### src/rtl/dma_mem_arbiter_pkg.sv
// Shared definitions for the DMNI memory arbiter: requester count and requester ids.
package DMNIPkg;

  localparam int unsigned MEM_N_REQ = 3;

  typedef enum logic [1:0] {
    MEM_REQ_HRX,
    MEM_REQ_HTX,
    MEM_REQ_BRMON
  } mem_req_id_t;

endpackage

### src/rtl/dma_mem_arbiter_rr_picker.sv
// Round-robin picker: first eligible request after the pointer, wrapping modulo N.
module rr_picker #(
  parameter int unsigned N    = 3,
  parameter int unsigned PtrW = (N > 1) ? $clog2(N) : 1
) (
  input  logic [N-1:0]    req_i,
  input  logic [PtrW-1:0] ptr_i,
  input  logic [N-1:0]    excl_i,
  output logic [N-1:0]    gnt_o
);

  logic [N-1:0]    elig;
  logic [PtrW-1:0] idx;
  logic            found;

  always_comb begin
    gnt_o = '0;
    found = 1'b0;
    idx   = '0;
    elig  = req_i & ~excl_i;
    // k = N revisits the pointer itself, so it has the lowest priority
    for (int unsigned k = 1; k <= N; k++) begin
      idx = PtrW'((32'(ptr_i) + k) % N);
      if (!found && elig[idx]) begin
        gnt_o[idx] = 1'b1;
        found      = 1'b1;
      end
    end
  end

endmodule

### src/rtl/dma_mem_arbiter.sv
// Single-port memory arbiter: round-robin grant with bounded locked bursts and a 1-cycle read return.
module dma_mem_arbiter
  import DMNIPkg::*;
#(
  parameter int unsigned N_REQ     = MEM_N_REQ,
  parameter int unsigned MAX_BURST = 16
) (
  input  logic                   clk_i,
  input  logic                   rst_i,
  input  logic [N_REQ-1:0]       req_i,
  input  logic [N_REQ-1:0]       lock_i,
  input  logic [N_REQ-1:0][3:0]  we_i,
  input  logic [N_REQ-1:0][31:0] addr_i,
  input  logic [N_REQ-1:0][31:0] wdata_i,
  output logic [N_REQ-1:0]       gnt_o,
  output logic [N_REQ-1:0]       rvalid_o,
  output logic [31:0]            rdata_o,
  output logic [3:0]             mem_we_o,
  output logic [31:0]            mem_addr_o,
  output logic [31:0]            mem_data_o,
  input  logic [31:0]            mem_data_i,
  output logic                   busy_o
);

  localparam int unsigned IdxW = (N_REQ > 1) ? $clog2(N_REQ) : 1;
  localparam int unsigned CntW = $clog2(MAX_BURST + 1);

  logic [IdxW-1:0]  owner_q, owner_d, last_q, last_d, gnt_idx;
  logic             locked_q, locked_d;
  logic [CntW-1:0]  beat_cnt_q, beat_cnt_d;
  logic [N_REQ-1:0] rvalid_q, rvalid_d;

  logic [N_REQ-1:0] owner_oh, excl, rr_gnt, gnt;
  logic             others, at_max, starve, keep;

  rr_picker #(
    .N    (N_REQ),
    .PtrW (IdxW)
  ) u_rr_picker (
    .req_i  (req_i),
    .ptr_i  (last_q),
    .excl_i (excl),
    .gnt_o  (rr_gnt)
  );

  always_comb begin
    owner_oh          = '0;
    owner_oh[owner_q] = 1'b1;
    others            = |(req_i & ~owner_oh);
    at_max            = (beat_cnt_q == CntW'(MAX_BURST));
    starve            = locked_q & req_i[owner_q] & at_max & others;
    keep              = locked_q & req_i[owner_q] & ~starve;
    excl              = starve ? owner_oh : '0;
    // A dropped lock falls straight through to round-robin, so no idle cycle
    gnt               = rst_i ? '0 : (keep ? owner_oh : rr_gnt);
    gnt_idx           = '0;
    for (int unsigned i = 0; i < N_REQ; i++) begin
      if (gnt[i]) gnt_idx = IdxW'(i);
    end
  end

  always_comb begin
    owner_d    = owner_q;
    last_d     = last_q;
    locked_d   = locked_q;
    beat_cnt_d = beat_cnt_q;
    rvalid_d   = '0;
    if (|gnt) begin
      last_d   = gnt_idx;
      owner_d  = gnt_idx;
      locked_d = lock_i[gnt_idx];
      if ((gnt_idx == owner_q) && locked_q) begin
        beat_cnt_d = at_max ? CntW'(1) : beat_cnt_q + CntW'(1);
      end else begin
        beat_cnt_d = CntW'(1);
      end
      if (we_i[gnt_idx] == 4'b0000) rvalid_d = gnt;
    end else begin
      locked_d = 1'b0;
    end
  end

  always_comb begin
    mem_we_o   = '0;
    mem_addr_o = '0;
    mem_data_o = '0;
    for (int unsigned i = 0; i < N_REQ; i++) begin
      if (gnt[i]) begin
        mem_we_o   = we_i[i];
        mem_addr_o = addr_i[i];
        mem_data_o = wdata_i[i];
      end
    end
  end

  always_ff @(posedge clk_i) begin
    if (rst_i) begin
      owner_q    <= '0;
      last_q     <= IdxW'(N_REQ - 1);
      locked_q   <= 1'b0;
      beat_cnt_q <= '0;
      rvalid_q   <= '0;
    end else begin
      owner_q    <= owner_d;
      last_q     <= last_d;
      locked_q   <= locked_d;
      beat_cnt_q <= beat_cnt_d;
      rvalid_q   <= rvalid_d;
    end
  end

  // Gating with rst_i hides a read return that was already in flight when reset arrived
  assign gnt_o    = gnt;
  assign rvalid_o = rst_i ? '0 : rvalid_q;
  assign rdata_o  = (|rvalid_o) ? mem_data_i : '0;
  assign busy_o   = locked_q & ~rst_i;

endmodule

### config.mk
export PLATFORM = sky130hd
export DESIGN_NAME = dma_mem_arbiter
export DESIGN_NICKNAME = d
export VERILOG_FILES = /design/src/rtl/dma_mem_arbiter_pkg.sv /design/src/rtl/dma_mem_arbiter_rr_picker.sv /design/src/rtl/dma_mem_arbiter.sv
export SDC_FILE = /design/constraint.sdc
export NUM_CORES = 1
export LEC_CHECK = 0
export CORE_AREA = 2 2 136 138
export DETAILED_ROUTE_END_ITERATION = 10
export DIE_AREA = 0 0 138 140
export PLACE_DENSITY = 0.53
export SLEW_MARGIN = 10
export SYNTH_ARGS = -nofsm -noshare
export SYNTH_HDL_FRONTEND = slang
export SYNTH_SLANG_ARGS = --single-unit
### constraint.sdc
create_clock -name clk_i -period 6.5 [get_ports clk_i]
set_clock_uncertainty 0.15 [all_clocks]
set_input_delay 1.3 -clock clk_i [delete_from_list [all_inputs] [get_ports clk_i]]
set_output_delay 1.3 -clock clk_i [all_outputs]
set_load 0.01 [all_outputs]
# ---- Word level (Yosys, flattened, before mapping)
# Cells that the tools add are included.
dict set report word_totals {
  output_inout_bits 107
  wordCells 96
  regBits 13
}
dict set report op_classes {
  muxes 43
  reduce_logical 15
  addsub 4
  bitwise_logic 15
  n_lt_le_gt_ge 9
  eq_ne 2
  div 3
}
# op n
set ops {}
lappend ops {{$mux 32} 7}
lappend ops {{$mod 32x2->32 const B} 3}
lappend ops {{$mux 3} 7}
lappend ops {{$mux 4} 4}
lappend ops {{$lt 2x3->1 const B} 5}
lappend ops {{$mux 1} 12}
lappend ops {{$reduce_or 3->1} 4}
lappend ops {{$bmux 1 s2} 5}
lappend ops {{$mux 5} 2}
lappend ops {{$bmux 4 s2} 1}
lappend ops {{$demux 1 s2} 4}
lappend ops {{$ge 2x1->1 const B} 4}
lappend ops {{$logic_and 1x1->1} 7}
lappend ops {{$add 2x2->3 const B} 2}
lappend ops {{$and 3x3->3} 2}
lappend ops {{$not 3->3} 2}
lappend ops {{$or 3x3->3} 2}
lappend ops {{$add 5x1->5 const B} 1}
lappend ops {{$and 1x1->1} 5}
lappend ops {{$eq 5x5->1 const B} 1}
lappend ops {{$logic_not 4->1} 1}
lappend ops {{$not 1->1} 4}
lappend ops {{$add 2x1->3 const B} 1}
lappend ops {{$eq 2x2->1} 1}
lappend ops {{3 further kinds} 4}

# ---- Depth between registers and ports, before layout
dict set report depth {
  word_depth 29
  mapped_depth 15
  mapped_depth_nobuf 12
}

# ---- Cells and area by module
# A second synthesis with hierarchy kept.
dict set report unflattened {
  hier_cells 438
  area_unflattened_um2 2874.0
}
# mod seq_area_each_um2 cells_per_inst area_per_inst_um2 instances
set by_module_without_submodules {}
lappend by_module_without_submodules {dma_mem_arbiter 240.2 398 2548.7 1}
lappend by_module_without_submodules {rr_picker 0.0 40 325.3 1}

# ---- Least setup slack after synthesis
# No wires, ideal clock.
dict set report synth_path {
  path_kind {input -> output}
  from {in req_i[1]}
  to {out mem_data_o[10]}
  setup_slack_ns 1.400
  arrival_time_ns 3.650
  stages 11
  cell_sequence {or2_2 a41oi_1 a21oi_1 a2111oi_2 a2111oi_0 or2_1 buf_4 nor2_2 clkbuf_1 a22oi_1 o21ai_0}
}
dict set report synth_via {
  elab_chain_cells 22
}
# element line
set synth_lines {}
lappend synth_lines {{start: declaration} dma_mem_arbiter.sv:10} ;# input logic [N_REQ-1:0] req_i,
lappend synth_lines {{$bmux 1 s2} {dma_mem_arbiter.sv:51, dma_mem_arbiter.sv:52}}
lappend synth_lines {{$mux 1 (not written as such)} {dma_mem_arbiter.sv:51, dma_mem_arbiter.sv:52}}
lappend synth_lines {{$and 1x1->1} {dma_mem_arbiter.sv:51, dma_mem_arbiter.sv:52}}
lappend synth_lines {{$and 1x1->1 (2 in a row)} dma_mem_arbiter.sv:51} ;# starve = locked_q & req_i[owner_q] & at_max & others;
lappend synth_lines {{$mux 3} dma_mem_arbiter.sv:53} ;# excl = starve ? owner_oh : '0;
lappend synth_lines {{$not 3->3} dma_mem_arbiter_rr_picker.sv:20} ;# elig = req_i & ~excl_i;
lappend synth_lines {{$and 3x3->3} dma_mem_arbiter_rr_picker.sv:20}
lappend synth_lines {{$bmux 1 s2} dma_mem_arbiter_rr_picker.sv:24} ;# if (!found && elig[idx]) begin
lappend synth_lines {{[... 3 more ...]} --}
lappend synth_lines {{$logic_and 1x1->1} dma_mem_arbiter_rr_picker.sv:24}
lappend synth_lines {{$mux 1} dma_mem_arbiter_rr_picker.sv:24}
lappend synth_lines {{$logic_not 1->1} dma_mem_arbiter_rr_picker.sv:24}
lappend synth_lines {{$logic_and 1x1->1} dma_mem_arbiter_rr_picker.sv:24}
lappend synth_lines {{$mux 3} dma_mem_arbiter_rr_picker.sv:24}
lappend synth_lines {{$mux 3 (*) (2 in a row)} dma_mem_arbiter.sv:55} ;# gnt = rst_i ? '0 : (keep ? owner_oh : rr_gnt);
lappend synth_lines {{$mux 32 (2 in a row)} dma_mem_arbiter.sv:88} ;# if (gnt[i]) begin
lappend synth_lines {{$mux 32 (*)} dma_mem_arbiter.sv:88}
lappend synth_lines {{end: declaration} dma_mem_arbiter.sv:20} ;# output logic [31:0] mem_data_o,
# Mark *: on every way between the ends. The rest lies on a longest branch, timed or not. The select of a mux whose other input is x is not followed.

# ---- Worst setup path after layout
# Same ends and word-level chain as after synthesis.

==> flow_summary.ini <==
[timing]
finalSetupTns_ns = 0
max_freq_ghz = 0.160
hold_viol = 0
worst_pin_slew_ns = 0.740
slew_viol_final = 0
setup_viol = 0
slew_headroom_pct = 50.7
rsz0062_at_grt = false
period_needed_ns = 6.25
post-route-period-util_pct = 96.2

[global_routing]
grt-ovfl-total = 0
grt_pass1_wl_um = 25600
grt_pass1_vias = 4450
grt_start_max_net_pins = 77
grtUsageTotal_pct = 16.2
antenna_found_initial = 0

[detailed_routing]
drt-initial-drc-count = 249
drc = 0
detail-route-antenna-nets = 0
wl_um = 17500
vias = 4608
vias_per_cell = 4.65
avgRoutedWirePerCell_um = 17.7
drt-pass1-iter-count = 5

[yosys]
synth_edf_count = 0
synth_area_leaders = a22oi_1 (18%), nand2_1 (9.6%), dfxtp_1 (8.5%)
syn_nets = 689
ys.flop_type = dfxtp_1
syn_area_per_cell_um2 = 6.41
ys_async_sr_fraction_pct = 0
yosys.area.top_type_share_pct = 17.6
synth_cell_types = 67
synth.largest_area_cell = a22oi_1
synth_seq_cells = 12
synthCells = 439
syn_area_um2 = 2810
synth_seq_area_share_pct = 8.54
ys_warn_count = 0

[worst_setup_path]
path_class = in2out
crit_start = req_i[1]
r2r_start = beat_cnt_q[0]$_SDFFE_PP0N_
path_max_fanout = 33
crit_arrival_ns = 4.80
cp.required_ns = 5.05
reg2regPathDepth = 14
cp-end-kind = primary output
cp-start-kind = input pin

[clock_network]
postCtsHoldBufs = 0
clk_pin_slew_ns = 0.05
numCtsBuffers = 3
clk_path_buf_depth = 2
cts.sinks = 12
root_buffer = clkbuf_16
clk_latency_ns = 0.24
cts_tree = done
htree_levels = 1

[place]
place.gp.congestion = 0.931
hpwl_um = 14100
post_dp_cell_area_um2 = 6530
port_buffers = 350

[cells_and_area]
regArea_um2 = 240
nets = 1013
final_area_um2 = 6670
nFillCells = 1844
drive_gt1_share_pct = 4.33
syn2layout_area_growth_pct = 137
n_antenna_cell = 0
multiInputGateArea_um2 = 2290

[die]
dieHeight_um = 140
core_area_um2 = 17800
initial_utilization_pct = 15.8
die_x_um = 138
rows = 49
dieArea_um2 = 19300
num_io_pins = 351

[job]
cap_violations = 0

[power_and_ir_drop]
peakVddDrop_v = 0.000188
p_total_mw = 1.95
power_leakage_nw = 2.38
p_per_area_nw_per_um2 = 292

[outcome]
outcome = finished clean

[min_path]
min_path_type = reg2reg
whs_path_depth = 2
worstHoldStart = beat_cnt_q[1]$_SDFFE_PP0N_
worst max-delay path, stage by stage:
cell and delay, ns:
clkdlybuf4s50_1 0.53, or2_2 0.38, a41oi_1 0.29, a21oi_1 0.14, a2111oi_2 0.41, a2111oi_0 0.18, or2_1 0.29, nor2_4 0.16
buf_12 0.21, a22oi_1 0.08, o21ai_0 0.21, clkdlybuf4s50_1 0.59
logic make-up (layout without fill, tap and decap cells):
kind of cell | after synthesis | count (layout) | synth area share [%]
AOI/OAI and AO/OA | 198 | 198 | 48.6
xor gates and xnor gates | 1 | 1 | 0.311
adders and majority gates | 6 | 6 | 2.67
buffers and inverters | 62 | 385 | 10.7
DFF | 12 | 12 | 8.54
muxes | 1 | 1 | 0.356
and+or+nand+nor | 159 | 159 | 28.8
metrics by stage:
step / setup slack [ns] / utilization [%] / hold WS, ns / instances
2_1_floorplan: 1.40 / - / 0.312 / 439
3_3_place_gp: 0.207 / 36.7 / 0.331 / 985
3_5_place_dp: 0.211 / 36.7 / 0.339 / 985
4_1_cts: 0.175 / 37.2 / 0.346 / 989
5_1_grt: 0.00726 / 37.5 / 0.392 / 991
6_report: 0.250 / 37.5 / 0.350 / 991
synth_stat cells (3+ instances only):
| library cell | instances |
|---|---|
| buf_2 | 10 |
| clkbuf_1 | 19 |
| a2111oi_0 | 3 |
| clkbuf_2 | 3 |
| and2_1 | 33 |
| dfxtp_1 | 12 |
| o2111ai_1 | 3 |
| a22oi_1 | 66 |
| a21oi_1 | 12 |
| nor4_1 | 3 |
| o21ai_0 | 37 |
| nor3_1 | 5 |
| ha_1 | 6 |
| inv_1 | 17 |
| o211ai_1 | 3 |
| nor2b_1 | 3 |
| nor2_1 | 13 |
| nand3_1 | 7 |
| a221oi_1 | 4 |
| and3_1 | 3 |
| a21o_1 | 3 |
| buf_4 | 10 |
| o21ai_1 | 39 |
| nand2_1 | 72 |
layer usage:
| layer | vias to the layer above | GRT usage, % | wire length [um] |
|---|---|---|---|
| li1 | 2279 | - | - |
| met1 | 2111 | 19.9 | 7110 |
| met2 | 204 | 29.6 | 9050 |
| met3 | 14 | 3.59 | 1150 |
| met4 | 0 | 1.88 | 217 |
| met5 | - | 0 | 0 |
layout make-up:
| type | count | area share, % |
|---|---|---|
| Sequential cell | 12 | 3.60 |
| Tap cell | 229 | 4.30 |
| Timing Repair Buffer | 363 | 55.5 |
| Multi-Input combinational cell | 365 | 34.3 |
| Clock buffer | 4 | 1.33 |
| Inverter | 18 | 1.01 |
where the power goes:
| part | switching [mW] | internal, mW |
|---|---|---|
| clock network | 0.0361 | 0.0933 |
| registers | 0.0280 | 0.0882 |
| logic | 0.831 | 0.870 |
what timing repair did:
item | in CTS | in global routing
setup endpoints to repair | 0 | 20
gates resized for setup | 0 | 6
buffers inserted | 0 | 1
final timing paths:
check,slack (ns),to
worst min-delay path,0.35,beat_cnt_q[1]$_SDFFE_PP0N_
worst max-delay path,0.25,mem_data_o[10]
worst max register to register,2.37,beat_cnt_q[0]$_SDFFE_PP0N_
worst min register to register,0.35,beat_cnt_q[1]$_SDFFE_PP0N_
flip-flops by register name, summed over array words and instances (netlist names):
signal	count
owner_q	2
last_q	1
locked_q	1
beat_cnt_q	5
rvalid_q	3
cells in the final DEF, fill, tap and decap left out, types with 2 or more instances in the layout:
cell	instances
o41ai_4	2
nor2b_1	3
and2_1	33
a21oi_1	12
inv_1	17
a21o_1	3
a221oi_1	4
buf_4	5
a22oi_1	66
buf_12	5
buf_6	2
o21ai_0	37
a41oi_1	2
nand2_1	72
o311a_1	2
o22ai_1	2
a211oi_1	2
dfxtp_1	12
clkbuf_16	4
o2111ai_1	3
nand3_1	7
ha_1	6
clkdlybuf4s50_1	347
a31oi_1	2
or3_1	2
nand3b_1	2
o21ai_1	39
and3_1	3
o211ai_1	3
nor3_1	5
nor2_1	13
a2111oi_0	2
nor4_1	3
dlymetal6s2s_1	3
Note: power is estimated with default switching activity, not from simulation.
